<file path="src/rtl/clk_div_pkg.sv">
// Shared types and the code-to-half-period lookup for the multi-channel clock divider.
package clk_div_pkg;

   localparam int DEF_SEL_W = 4;

   typedef enum logic {
      STOPPED = 1'b0,
      RUNNING = 1'b1
   } chan_state_e;

   // HALF(k) = max(1, base >> (k-1)) with base first truncated to cnt_w bits; code 0 means stopped
   function automatic logic [31:0] half_period(input logic [15:0] code,
                                               input logic [31:0] base,
                                               input int          cnt_w);
      logic [31:0] w_mask;
      logic [31:0] w_shift;
      if (cnt_w >= 32) begin
         w_mask = 32'hFFFF_FFFF;
      end else begin
         w_mask = (32'd1 << cnt_w) - 32'd1;
      end
      if (code == 16'd0) begin
         half_period = 32'd0;
      end else begin
         w_shift = (base & w_mask) >> (code - 16'd1);
         if (w_shift == 32'd0) begin
            half_period = 32'd1;
         end else begin
            half_period = w_shift;
         end
      end
   endfunction

endpackage

</file>
<file path="src/rtl/clk_div_chan.sv">
// One divider channel: optional switch synchroniser (CLK_DIV_SYNC_EN), pending/active
// half-period registers, half-period counter, 50% output and rising-edge tick.
module clk_div_chan
   import clk_div_pkg::*;
#(
   parameter int SEL_W     = DEF_SEL_W,
   parameter int CNT_W     = 27,
   parameter int BASE_HALF = 50_000_000
) (
   input  logic             i_clk,
   input  logic             i_rst_n,
   input  logic [SEL_W-1:0] i_sel,
   input  logic             i_en,
   output logic             o_clk,
   output logic             o_tick
);

   localparam logic [CNT_W-1:0] ONE = {{(CNT_W-1){1'b0}}, 1'b1};

   logic [SEL_W-1:0] w_code;
   logic [CNT_W-1:0] w_half;
   logic             w_last;

   chan_state_e      r_state;
   logic [CNT_W-1:0] r_cnt;
   logic [CNT_W-1:0] r_act_half;
   logic [CNT_W-1:0] r_pend_half;
   logic             r_clk;
   logic             r_tick;

`ifdef CLK_DIV_SYNC_EN
   logic [SEL_W-1:0] r_sync1;
   logic [SEL_W-1:0] r_sync2;

   // Two-flop synchroniser on every switch bit
   always_ff @(posedge i_clk or negedge i_rst_n) begin
      if (!i_rst_n) begin
         r_sync1 <= {SEL_W{1'b0}};
         r_sync2 <= {SEL_W{1'b0}};
      end else begin
         r_sync1 <= i_sel;
         r_sync2 <= r_sync1;
      end
   end

   assign w_code = r_sync2;
`else
   assign w_code = i_sel;
`endif

   assign w_half = CNT_W'(half_period(16'(w_code), 32'(BASE_HALF), CNT_W));
   assign w_last = (r_cnt == (r_act_half - ONE));

   // Pending half-period follows the (synchronised) code every cycle
   always_ff @(posedge i_clk or negedge i_rst_n) begin
      if (!i_rst_n) begin
         r_pend_half <= {CNT_W{1'b0}};
      end else begin
         r_pend_half <= w_half;
      end
   end

   // Channel FSM: rate is only reloaded at half-period boundaries, so no runt phases
   always_ff @(posedge i_clk or negedge i_rst_n) begin
      if (!i_rst_n) begin
         r_state    <= STOPPED;
         r_cnt      <= {CNT_W{1'b0}};
         r_act_half <= {CNT_W{1'b0}};
         r_clk      <= 1'b0;
         r_tick     <= 1'b0;
      end else if (!i_en) begin
         r_state    <= STOPPED;
         r_cnt      <= {CNT_W{1'b0}};
         r_act_half <= {CNT_W{1'b0}};
         r_clk      <= 1'b0;
         r_tick     <= 1'b0;
      end else begin
         case (r_state)
            STOPPED: begin
               r_tick <= 1'b0;
               r_clk  <= 1'b0;
               r_cnt  <= {CNT_W{1'b0}};
               if (r_pend_half != {CNT_W{1'b0}}) begin
                  r_act_half <= r_pend_half;
                  r_state    <= RUNNING;
               end else begin
                  r_act_half <= {CNT_W{1'b0}};
                  r_state    <= STOPPED;
               end
            end
            RUNNING: begin
               if (w_last) begin
                  r_cnt <= {CNT_W{1'b0}};
                  if (r_pend_half == {CNT_W{1'b0}}) begin
                     if (r_clk) begin
                        r_clk      <= 1'b0;
                        r_tick     <= 1'b0;
                        r_act_half <= {CNT_W{1'b0}};
                        r_state    <= STOPPED;
                     end else begin
                        // keep the old rate so the final high phase is full length
                        r_clk  <= 1'b1;
                        r_tick <= 1'b1;
                     end
                  end else begin
                     r_clk      <= ~r_clk;
                     r_tick     <= ~r_clk;
                     r_act_half <= r_pend_half;
                  end
               end else begin
                  r_cnt  <= r_cnt + ONE;
                  r_tick <= 1'b0;
               end
            end
            default: begin
               r_state    <= STOPPED;
               r_cnt      <= {CNT_W{1'b0}};
               r_act_half <= {CNT_W{1'b0}};
               r_clk      <= 1'b0;
               r_tick     <= 1'b0;
            end
         endcase
      end
   end

   assign o_clk  = r_clk;
   assign o_tick = r_tick;

endmodule

</file>
<file path="src/rtl/clk_div_multi.sv">
// N_CH-channel switch-selectable clock divider; CLK_DIV_SYNC_EN adds a 2-flop
// synchroniser on the rate switches of every channel.
module clk_div_multi
   import clk_div_pkg::*;
#(
   parameter int N_CH      = 2,
   parameter int SEL_W     = DEF_SEL_W,
   parameter int CNT_W     = 27,
   parameter int BASE_HALF = 50_000_000
) (
   input  logic                  DIV_MASTER_CLK,
   input  logic                  DIV_RST_N,
   input  logic [N_CH*SEL_W-1:0] CLK_DIV_SW,
   input  logic [N_CH-1:0]       CH_EN,
   output logic [N_CH-1:0]       STAB_CLK,
   output logic [N_CH-1:0]       TICK_OUT
);

   for (genvar g = 0; g < N_CH; g++) begin : g_ch
      clk_div_chan #(
         .SEL_W     (SEL_W),
         .CNT_W     (CNT_W),
         .BASE_HALF (BASE_HALF)
      ) u_chan (
         .i_clk   (DIV_MASTER_CLK),
         .i_rst_n (DIV_RST_N),
         .i_sel   (CLK_DIV_SW[g*SEL_W +: SEL_W]),
         .i_en    (CH_EN[g]),
         .o_clk   (STAB_CLK[g]),
         .o_tick  (TICK_OUT[g])
      );
   end

endmodule

</file>
<file path="config.mk">
export PLATFORM = sky130hd
export DESIGN_NAME = clk_div_multi
export DESIGN_NICKNAME = d
export VERILOG_FILES = /design/src/rtl/clk_div_pkg.sv /design/src/rtl/clk_div_chan.sv /design/src/rtl/clk_div_multi.sv
export SDC_FILE = /design/constraint.sdc
export NUM_CORES = 1
export LEC_CHECK = 0
export BUFFER_PORTS_ARGS = -buffer_cell sky130_fd_sc_hd__buf_2
export CAP_MARGIN = 10
export CORE_ASPECT_RATIO = 0.8
export CORE_UTILIZATION = 55
export CTS_BUF_LIST = sky130_fd_sc_hd__clkbuf_4
export DETAILED_ROUTE_END_ITERATION = 6
export PLACE_DENSITY = 0.7
export SYNTH_ARGS = -nofsm -noshare
export SYNTH_HDL_FRONTEND = slang
export SYNTH_HIERARCHICAL = 1
export SYNTH_SLANG_ARGS = --single-unit
</file>
<file path="constraint.sdc">
create_clock -name DIV_MASTER_CLK -period 3.7 [get_ports DIV_MASTER_CLK]
set_input_delay 0.74 -clock DIV_MASTER_CLK [delete_from_list [all_inputs] [get_ports DIV_MASTER_CLK]]
set_output_delay 0.74 -clock DIV_MASTER_CLK [all_outputs]
set_load 0.01 [all_outputs]
</file>
==> impl_metrics.py <==
metrics = {
    "sta": {
        "rsz0062_at_grt": "no",
        "tightest_slew_ps": 962,
        "slew_violations": 0,
        "finalSetupViolations": 0,
        "period_share_pct": 92.3,
        "max_slew_margin_pct": 35.9,
        "hold_violations": 0,
        "finalClockSkew_ps": 24.2,
        "tns_ps": 0,
        "fin_crit_ps": 3410,
        "fmax_mhz": 293,
    },
    "power_and_ir_drop": {
        "p_leak_nw": 4.36,
        "internal_power_mw": 2.64,
        "pwr-share-clk_pct": 28.4,
        "switching_share_pct": 32.6,
        "combPwrFrac_pct": 20.3,
        "ir_drop_v": 0.000197,
        "p_seq_share_pct": 51.4,
        "p_switching_mw": 1.28,
        "powerDensity_mw_per_mm2": 370,
    },
    "layout": {
        "area_delta_synth_final_pct": 6.09,
        "final_common_cell": "dfrtp_1",
        "final_cells": 1347,
        "final_cell_mix": "164 x dfrtp_1, 144 x nor2_1, 96 x nand2_1",
        "nFillCells": 1512,
        "finalNetCount": 1126,
        "drive_gt1_share_pct": 8.30,
    },
    "critical_path": {
        "start_kind": "register",
        "critPathKind": "reg -> reg",
        "crit_family": "simple AND/OR/NAND/NOR gates",
        "crit_arrival_ps": 3920,
        "cp.buffers_inverters": 3,
        "cpPeakStageDelay_ps": 530,
        "critPathMostFrequentCell": "buf_4",
        "crit_path_end_kind": "register",
        "crit_slowest_cell": "or4_1",
        "cp_cell_sequence": "inv_1 > ha_1 > nor4b_4 > nand4_4 > or4_1 > a211oi_1 > o32ai_1 > nor4_4 > buf_4 > o21a_1 > buf_4 > a22o_1",
        "cp_data_required_time_ps": 4200,
        "critPathMaxFanout": 22,
    },
    "grt": {
        "grt_max_degree": 106,
        "grt-ovfl-total": 0,
        "grt_pass1_vias": 7356,
        "grt_pass1_wl_um": 39100,
        "antenna_found_initial": 1,
        "grt_usage_pct": 26.1,
    },
    "clocking": {
        "numCtsBuffers": 17,
        "clk_latency_ps": 570,
        "ctsHoldBuffers": 0,
        "cts-root-buf": "clkbuf_4",
        "cts.sinks": 164,
        "clock_path_buffers": 2,
        "htreeDepth": 4,
        "cts_tree": "yes",
        "clk_pin_slew_ps": 150,
    },
    "die": {
        "die_w_um": 153,
        "die-area_mm2": 0.0187,
        "fp.dieH_um": 122,
        "core.rowCount": 43,
        "core_region_area_mm2": 0.0175,
        "start_util_pct": 56.9,
        "ios": 16,
    },
    "synthesis": {
        "synth_top_area_share_pct": 41.2,
        "synth.area.top_cells": "dfrtp_1 41%, xnor2_1 5.5%, nor2_1 5.4%",
        "yosysTopAreaCell": "dfrtp_1",
        "synth_ff_type": "dfrtp_1",
        "postSynthCellCount": 1120,
        "synth_edf_count": 0,
        "synth_area_per_cell_um2": 8.90,
        "seq_area_frac_synth_pct": 41.2,
        "ys_warn_count": 6,
        "async_reset_ff_share_pct": 100,
        "synth.distinct_cells": 78,
        "synthesis.area_mm2": 0.00997,
        "synth-seq-cells": 164,
        "syn_nets": 1138,
    },
    "detailed_routing": {
        "post_drt_via_cell_ratio": 6.19,
        "drc": 0,
        "wirelength_um": 23100,
        "drt-pass1-iter-count": 7,
        "wl_per_cell_um": 17.2,
        "ant_nets": 0,
        "drtIter0Drc": 692,
        "dr_total_vias": 8338,
    },
    "run_status": {
        "status": "completed",
    },
    "run": {
        "drv_cap": 0,
    },
    "placement": {
        "port_buffers": 15,
        "dp_hpwl_um": 16100,
        "dp_cells": 1313,
        "gp_congestion": 0.918,
    },
    "min_path": {
        "hold_path_class": "in -> async",
    },
}
worst register-to-register path, stage by stage, from the launching register on:
cell and delay, ps:
dfrtp_1 470, inv_1 90, ha_1 200, nor4b_4 370, nand4_4 200, or4_1 530
a211oi_1 290, o32ai_1 190, nor4_4 340, buf_4 180, o21a_1 100, buf_4 230
a22o_1 170
state kept, by name (all words and copies together) (netlist names):
| signal | cells |
|---|---|
| g_ch.u_chan/r_cnt | 54 |
| g_ch.u_chan/r_act_half | 52 |
| g_ch.u_chan/r_pend_half | 52 |
| g_ch.u_chan/o_clk | 2 |
| g_ch.u_chan/o_tick | 2 |
| g_ch.u_chan/r_state | 2 |
per-stage QoR:
step	power, mW	hold WS [ps]	util, %	area [µm²]	worst slack (ps)
final	3.92	245	60.3	10600	287
after global placement	2.81	472	58.4	10200	363
after detailed placement	2.82	478	58.4	10200	294
after floorplan	2.59	444	-	9970	557
after CTS	3.93	278	60.1	10500	263
after global routing	4.13	286	60.3	10600	31.6
per-layer routing:
metal	up-vias	wire [µm]	track usage, %
met4	0	135	4.92
met5	-	0	0
li1	4076	-	-
met2	272	9340	35.5
met3	14	1340	4.27
met1	3976	12300	42.9
worst paths after layout:
check,from,end,slack (ps),cells after the start
setup / recovery,g_ch[0].u_chan/r_act_half[0],g_ch[0].u_chan/r_act_half[4],290,12
hold / removal,DIV_RST_N,g_ch[0].u_chan/r_cnt[23],240,1
setup reg to reg,g_ch[0].u_chan/r_act_half[0],g_ch[0].u_chan/r_act_half[4],290,12
hold reg to reg,g_ch[0].u_chan/r_pend_half[20],g_ch[0].u_chan/r_act_half[20],510,1
max in group asynchronous,DIV_RST_N,g_ch[1].u_chan/r_pend_half[11],2590,2
min in group DIV_MASTER_CLK,CH_EN[0],g_ch[0].u_chan/r_state,500,2
cells by family after synthesis:
group	after synthesis	synth area share, %
AND/OR/NAND/NOR	451	23.4
AO/OA/AOI/OAI	271	18.9
flip-flops	164	41.2
XOR/XNOR	117	10.3
buffers and inverters	94	3.86
multiplexers	17	1.74
adder cells (fa/ha/maj)	6	0.753
Yosys cell counts, drive strengths merged (5+ instances only):
library cell,count
a21oi,56
mux2i,14
o31ai,7
nand2,96
a211oi,5
dfrtp,164
a32o,23
nor2,144
xor2,54
a22o,23
nor4,31
ha,6
nand3b,6
and2,8
buf,25
o21ai,59
nand3,30
and4,7
clkbuf,47
nor4b,7
o221ai,7
o21a,9
o22ai,13
nor2b,6
inv,19
and3,18
or4,10
o211ai,12
a31oi,16
a21o,5
nand4,23
or3,11
nor3,32
nand2b,8
xnor2,63
power groups by stage:
stage	clock network [mW]	registers, mW	logic (mW)
6_report	1.11	2.01	0.795
5_1_grt	1.22	2.03	0.883
2_1_floorplan	0	1.99	0.600
4_1_cts	1.15	2.01	0.777
3_3_place_gp	0	2.04	0.766
3_5_place_dp	0	2.04	0.773
layout make-up:
cell class	count	area, µm²	area share, %
inverter	22	82.6	0.781
tap	225	282	2.66
clock inverter	14	166	1.57
antenna	1	2.50	0.0237
sequential	164	4100	38.8
clock buffer	18	135	1.28
multi-input combinational	862	5510	52.0
timing repair buffer	41	302	2.85
what timing repair did:
| action | in CTS | in global routing |
|---|---|---|
| buffers inserted | 0 | 1 |
| gates resized for setup | 0 | 4 |
| setup endpoints to repair | 0 | 23 |
(Power assumes the default switching activity.)
